### config.mk
export PLATFORM = sky130hd
export DESIGN_NAME = ecc_kp_sequencer
export DESIGN_NICKNAME = d
export VERILOG_FILES = /design/src/rtl/ecc_pkg.sv /design/src/rtl/ecc_seq_watchdog.sv /design/src/rtl/ecc_kp_sequencer.sv
export SDC_FILE = /design/constraint.sdc
export NUM_CORES = 1
export LEC_CHECK = 0
export BUFFER_PORTS_ARGS = -buffer_cell sky130_fd_sc_hd__buf_4
export CORE_ASPECT_RATIO = 0.5
export CORE_MARGIN = 1.5
export CORE_UTILIZATION = 58
export DETAILED_ROUTE_END_ITERATION = 16
export PLACE_DENSITY_LB_ADDON = 0.15
export SYNTH_ARGS = -nofsm -noshare
export SYNTH_HDL_FRONTEND = slang
export SYNTH_SLANG_ARGS = --single-unit
export TNS_END_PERCENT = 100
### constraint.sdc
create_clock -name i_clk -period 3.7 [get_ports i_clk]
set_input_delay 0.37 -clock i_clk [delete_from_list [all_inputs] [get_ports i_clk]]
set_output_delay 0.37 -clock i_clk [all_outputs]
set_load 0.01 [all_outputs]
### src/rtl/ecc_pkg.sv
// Shared constants for the ECC kP scalar-multiply sequencer: state encodings, op codes, defaults.
package ecc_pkg;

  localparam int K_WIDTH_DEF     = 32;
  localparam int OUT_NIBBLES_DEF = 8;
  localparam int WDT_CYCLES_DEF  = 255;

  localparam logic OP_DBL = 1'b0;
  localparam logic OP_ADD = 1'b1;

  typedef logic [3:0] state_t;
  localparam state_t ST_IDLE     = 4'd0;
  localparam state_t ST_SCAN     = 4'd1;
  localparam state_t ST_LOAD     = 4'd2;
  localparam state_t ST_DBL_REQ  = 4'd3;
  localparam state_t ST_DBL_WAIT = 4'd4;
  localparam state_t ST_ADD_REQ  = 4'd5;
  localparam state_t ST_ADD_WAIT = 4'd6;
  localparam state_t ST_NEXT     = 4'd7;
  localparam state_t ST_DONE     = 4'd8;
  localparam state_t ST_OUT      = 4'd9;

  // States in which the sequencer is waiting on the point unit.
  function automatic logic is_wdt_state(input state_t s);
    return (s == ST_DBL_REQ) || (s == ST_DBL_WAIT) ||
           (s == ST_ADD_REQ) || (s == ST_ADD_WAIT);
  endfunction

endpackage

### src/rtl/ecc_seq_watchdog.sv
// Per-state stall watchdog: down-counter reloaded on state entry, flags terminal count.
module ecc_seq_watchdog
  import ecc_pkg::*;
#(
  parameter int WDT_CYCLES = WDT_CYCLES_DEF
) (
  input  logic i_clk,
  input  logic i_rst,
  input  logic i_en,
  input  logic i_restart,
  output logic o_tc
);

  localparam int W = $clog2(WDT_CYCLES + 1);

  logic [W-1:0] cnt_q;

  always_ff @(posedge i_clk or posedge i_rst) begin
    if (i_rst) begin
      cnt_q <= '0;
    end else if (i_restart || !i_en) begin
      cnt_q <= W'(WDT_CYCLES - 1);
    end else if (cnt_q != '0) begin
      cnt_q <= cnt_q - 1'b1;
    end
  end

  assign o_tc = i_en && (cnt_q == '0);

endmodule

### src/rtl/ecc_kp_sequencer.sv
// MSB-first double-and-add sequencer for an EC point unit, with nibble output phase.
// Optional stall watchdog when ECC_SEQ_WDT_EN is defined.
//
// state    | meaning
// IDLE     | waiting for i_start
// SCAN     | skipping leading zero bits of k
// LOAD     | R <= P for the leading one bit
// DBL_REQ  | requesting R <= 2R
// DBL_WAIT | waiting for double to finish
// ADD_REQ  | requesting R <= R+P
// ADD_WAIT | waiting for add to finish
// NEXT     | advance to next scalar bit
// DONE     | o_done pulse
// OUT      | stepping o_out_sel over the result nibbles
module ecc_kp_sequencer
  import ecc_pkg::*;
#(
  parameter int K_WIDTH     = K_WIDTH_DEF,
  parameter int OUT_NIBBLES = OUT_NIBBLES_DEF,
  parameter int WDT_CYCLES  = WDT_CYCLES_DEF
) (
  input  logic               i_clk,
  input  logic               i_rst,
  input  logic               i_start,
  input  logic [K_WIDTH-1:0] i_k,
  input  logic               i_op_ready,
  input  logic               i_op_done,
  output logic               o_busy,
  output logic               o_load_p,
  output logic               o_op_valid,
  output logic               o_op_sel,
  output logic               o_done,
  output logic               o_inf,
  output logic               o_out_valid,
  output logic [2:0]         o_out_sel,
  output logic               o_err
);

  localparam int         CW       = $clog2(K_WIDTH + 1);
  localparam logic [2:0] OUT_LAST = 3'(OUT_NIBBLES - 1);

  state_t             state_q, state_d, state_raw;
  logic [K_WIDTH-1:0] ks_q;
  logic [CW-1:0]      cnt_q;
  logic [2:0]         out_q;
  logic               inf_q;
  logic               wdt_tc;

  always_comb begin
    state_raw = state_q;
    case (state_q)
      ST_IDLE:     if (i_start) state_raw = ST_SCAN;
      ST_SCAN: begin
        if (ks_q[K_WIDTH-1])        state_raw = ST_LOAD;
        else if (cnt_q == CW'(1))   state_raw = ST_DONE;
      end
      ST_LOAD:     state_raw = (cnt_q == '0) ? ST_DONE : ST_DBL_REQ;
      ST_DBL_REQ:  if (i_op_ready) state_raw = ST_DBL_WAIT;
      ST_DBL_WAIT: if (i_op_done) state_raw = ks_q[K_WIDTH-1] ? ST_ADD_REQ : ST_NEXT;
      ST_ADD_REQ:  if (i_op_ready) state_raw = ST_ADD_WAIT;
      ST_ADD_WAIT: if (i_op_done) state_raw = ST_NEXT;
      ST_NEXT:     state_raw = (cnt_q == CW'(1)) ? ST_DONE : ST_DBL_REQ;
      ST_DONE:     state_raw = ST_OUT;
      ST_OUT:      if (out_q == OUT_LAST) state_raw = ST_IDLE;
      default:     state_raw = ST_IDLE;
    endcase
    state_d = wdt_tc ? ST_IDLE : state_raw;
  end

  always_ff @(posedge i_clk or posedge i_rst) begin
    if (i_rst) begin
      state_q <= ST_IDLE;
      ks_q    <= '0;
      cnt_q   <= '0;
      out_q   <= '0;
      inf_q   <= 1'b0;
    end else begin
      state_q <= state_d;
      case (state_q)
        ST_IDLE: begin
          if (i_start) begin
            ks_q  <= i_k;
            cnt_q <= CW'(K_WIDTH);
            inf_q <= 1'b0;
          end
        end
        ST_SCAN: begin
          ks_q  <= {ks_q[K_WIDTH-2:0], 1'b0};
          cnt_q <= cnt_q - 1'b1;
          // Ran off the end without a set bit: k was zero.
          if (!ks_q[K_WIDTH-1] && (cnt_q == CW'(1))) inf_q <= 1'b1;
        end
        ST_NEXT: begin
          ks_q  <= {ks_q[K_WIDTH-2:0], 1'b0};
          cnt_q <= cnt_q - 1'b1;
        end
        ST_DONE: out_q <= '0;
        ST_OUT:  out_q <= out_q + 1'b1;
        default: ;
      endcase
    end
  end

  assign o_busy      = (state_q != ST_IDLE);
  assign o_load_p    = (state_q == ST_LOAD);
  assign o_op_valid  = (state_q == ST_DBL_REQ) || (state_q == ST_ADD_REQ);
  assign o_op_sel    = (state_q == ST_ADD_REQ) ? OP_ADD : OP_DBL;
  assign o_done      = (state_q == ST_DONE);
  assign o_inf       = inf_q;
  assign o_out_valid = (state_q == ST_OUT);
  assign o_out_sel   = (state_q == ST_OUT) ? out_q : 3'd0;

`ifdef ECC_SEQ_WDT_EN
  logic err_q;

  ecc_seq_watchdog #(
    .WDT_CYCLES(WDT_CYCLES)
  ) u_wdt (
    .i_clk     (i_clk),
    .i_rst     (i_rst),
    .i_en      (is_wdt_state(state_q)),
    .i_restart (state_raw != state_q),
    .o_tc      (wdt_tc)
  );

  // Registered so the pulse lands in the IDLE cycle, clear of o_op_valid.
  always_ff @(posedge i_clk or posedge i_rst) begin
    if (i_rst) err_q <= 1'b0;
    else       err_q <= wdt_tc;
  end

  assign o_err = err_q;
`else
  assign wdt_tc = 1'b0;
  assign o_err  = 1'b0;
`endif

endmodule

==> results.cfg <==
[synth]
yosysTopAreaCellShare = 0.493
avgSynthCellArea_um2 = 9.15
synth_cell_type_count = 43
seq_area_frac_synth = 0.493
ys.flop_type = dfrtp_1
synth_nets = 297
yosys_warnings = 0
synth_enable_flop_cells = 0
synthCells = 255
ys_ff_latch = 46
synthTopCellsByArea = dfrtp_1, nor2_1, o22ai_1
synthArstFlopShare = 1.00
syn_area_um2 = 2330
yosysTopAreaCell = dfrtp_1

[detailed_routing]
firstDrtPassIters = 4
avgViaCountPerCell = 5.62
drtIter0Drc = 136
drt-total-wl_mm = 4.96
antenna_left = 0
vias = 1956
wire_per_inst_um = 14.2
drc = 0

[clocking]
ctsResizeCount = 0
clock_latency_ns = 0.30
cts_tree = built
cts_buffers = 5
cts.htree.levels = 2
post_cts_buffers = 0
clock_sink_count = 46
cts_buffer_depth = 2
clk_pin_slew_worst_paths_ns = 0.09
holdBufCountCts = 0
root_buffer = clkbuf_8

[die]
fp-row-count = 16
die_y_um = 47.9
dieArea_um2 = 4440
die_w_um = 92.7
core_um2 = 3880
start_util = 0.601
io_pins = 48

[timing]
period_needed_ns = 2.26
fin_crit_sh = 0.612
tightest_slew_ns = 0.991
skew_ns = 0.0135
max_freq_mhz = 442
grt_setup_unrepaired = no
relSlewSlack = 0.338
setup_viol = 0
drv_slew = 0
hold_viol = 0
timing.setup.tns_ns = 0

[layout]
fillers = 311
layout-drive-gt1-share = 0.214
diodes = 0
fin_nets = 335
synthToLayoutAreaGrowth_pct = 18.4
layout.cells.non_filler = 348

[critical_path]
start_kind = flop
worstPathArrival_ns = 2.45
critical_path_class = flop to flop
cp-end-kind = flop
crit_fanout = 30
cp.required_ns = 3.89

[global_route]
first_global_vias = 1734
gr-usage-all-layers = 0.244
grt_pass1_wl_mm = 8.19
grt_max_degree = 47
antenna_found_initial = 0
overflow = 0

[placement]
post-dp-hpwl_mm = 3.46
gp_congestion = 0.899
dp.cells = 340
io_buffer_count = 46

[pwr]
p_seq_frac = 0.405
peakVddDrop_v = 0.000451
switching_share = 0.435
p_sw_mw = 1.06
p_per_area_nw_per_um2 = 878
p_leak_nw = 1.26
p_int_mw = 1.37
power_mw = 2.43
combPwrFrac = 0.469
clkPwrFrac = 0.126

[run_status]
status = complete, no violations

[flow_run]
maxCapViolCount = 0

[min_path]
hold_path_class = input port to asynchronous set/reset pin
-- metrics by stage --
stage                      util  hold WS, ns  area [µm²]  worst slack [ns]
after floorplan               -        0.467        2330              2.17
after global placement    0.689        0.477        2680              1.55
after detailed placement  0.689        0.489        2680              1.44
after CTS                 0.712        0.226        2760              1.41
after global routing      0.712        0.263        2760              1.23
final                     0.712        0.202        2760              1.44
-- routing by layer --
layer  share of wire  GRT usage  up-vias
li1                -          -      970
met1            0.47      0.347      911
met2            0.45      0.396       72
met3           0.069     0.0524        3
met4          0.0040     0.0545        0
met5               0          0        -
-- cell usage after synthesis (2+ instances only) --
cell type  instances
clkbuf_1           4
nor4b_2            2
dfrtp_1           46
nand3_1            6
a21oi_1            3
buf_2             11
a22oi_1            5
inv_1             14
o32ai_1            2
nor4b_1            3
o22ai_1           29
xnor2_1            2
ha_1               5
nand2_1           16
nor2_1            60
o21ai_0           12
mux2i_1            5
nor3_1             3
and3_1             3
-- power by group through the flow --
stage                     Sequential (mW)  Clock [mW]  Combinational [mW]
after floorplan                     0.901           0               0.953
after global placement              0.978           0                1.09
after detailed placement            0.989           0                1.14
after CTS                           0.981       0.315                1.14
after global routing                 1.02       0.333                1.29
final                               0.983       0.307                1.14
-- sequential cells by signal, summed over array words and instances (netlist names) --
| register | flops |
|---|---|
| cnt_q | 6 |
| ks_q | 32 |
| o_inf | 1 |
| out_q | 3 |
| state_q | 4 |
-- worst max-delay path, stage by stage, from the launching register on --
cell,delay (ns)
dfrtp_1,0.62
nor4_2,0.40
nand2_1,0.68
o22ai_1,0.36
nor2_1,0.09
-- final timing paths --
kind | startpoint | to | slack [ns] | depth (start not counted)
setup reg to reg | state_q[0]$_DFFE_PP0P_ | ks_q[18]$_DFFE_PP0P_ | 1.44 | 4
max in group asynchronous | i_rst | state_q[1]$_DFFE_PP0P_ | 3.11 | 3
hold reg to reg | o_inf$_DFFE_PP0P_ | o_inf$_DFFE_PP0P_ | 0.51 | 2
min in group i_clk | i_k[0] | ks_q[0]$_DFFE_PP0P_ | 0.26 | 3
setup / recovery | state_q[0]$_DFFE_PP0P_ | ks_q[18]$_DFFE_PP0P_ | 1.44 | 4
hold / removal | i_rst | ks_q[12]$_DFFE_PP0P_ | 0.20 | 3
-- cells in the final DEF (no fill, tap or decap), drive strengths merged, types with 2 or more instances in the layout --
| cell | n |
|---|---|
| nor2 | 60 |
| buf | 49 |
| dfrtp | 46 |
| o22ai | 29 |
| nand2 | 16 |
| inv | 14 |
| o21ai | 12 |
| nand3 | 6 |
| mux2i | 5 |
| a22oi | 5 |
| ha | 5 |
| clkbuf | 5 |
| nor4b | 5 |
| nor3 | 3 |
| a21oi | 3 |
| and3 | 3 |
| clkinv | 3 |
| o32ai | 2 |
| xnor2 | 2 |
| nor4 | 2 |
| and2 | 2 |
-- logic make-up (layout without fill, tap and decap cells) --
kind of cell    count (synthesis)  in the layout  share of synthesized area
other cells                     1              1                    0.00161
xor+xnor                        2              2                    0.00751
buf+inv                        32             71                     0.0622
simple gates                  104            104                      0.218
mux                             5              5                     0.0214
flops                          46             46                      0.493
compound gates                 60             60                      0.169
fa+ha+maj                       5              5                     0.0268
-- area by class of cell --
| cell class | instances | area (µm²) | area share |
|---|---|---|---|
| clock buffer | 5 | 68.8 | 0.0249 |
| clock inverter | 3 | 18.8 | 0.00679 |
| inverter | 14 | 52.6 | 0.0190 |
| multi-input combinational | 177 | 1040 | 0.375 |
| sequential | 46 | 1150 | 0.416 |
| tap | 54 | 67.6 | 0.0244 |
| timing repair buffer | 49 | 368 | 0.133 |
Power figures use the tool's default switching activity.
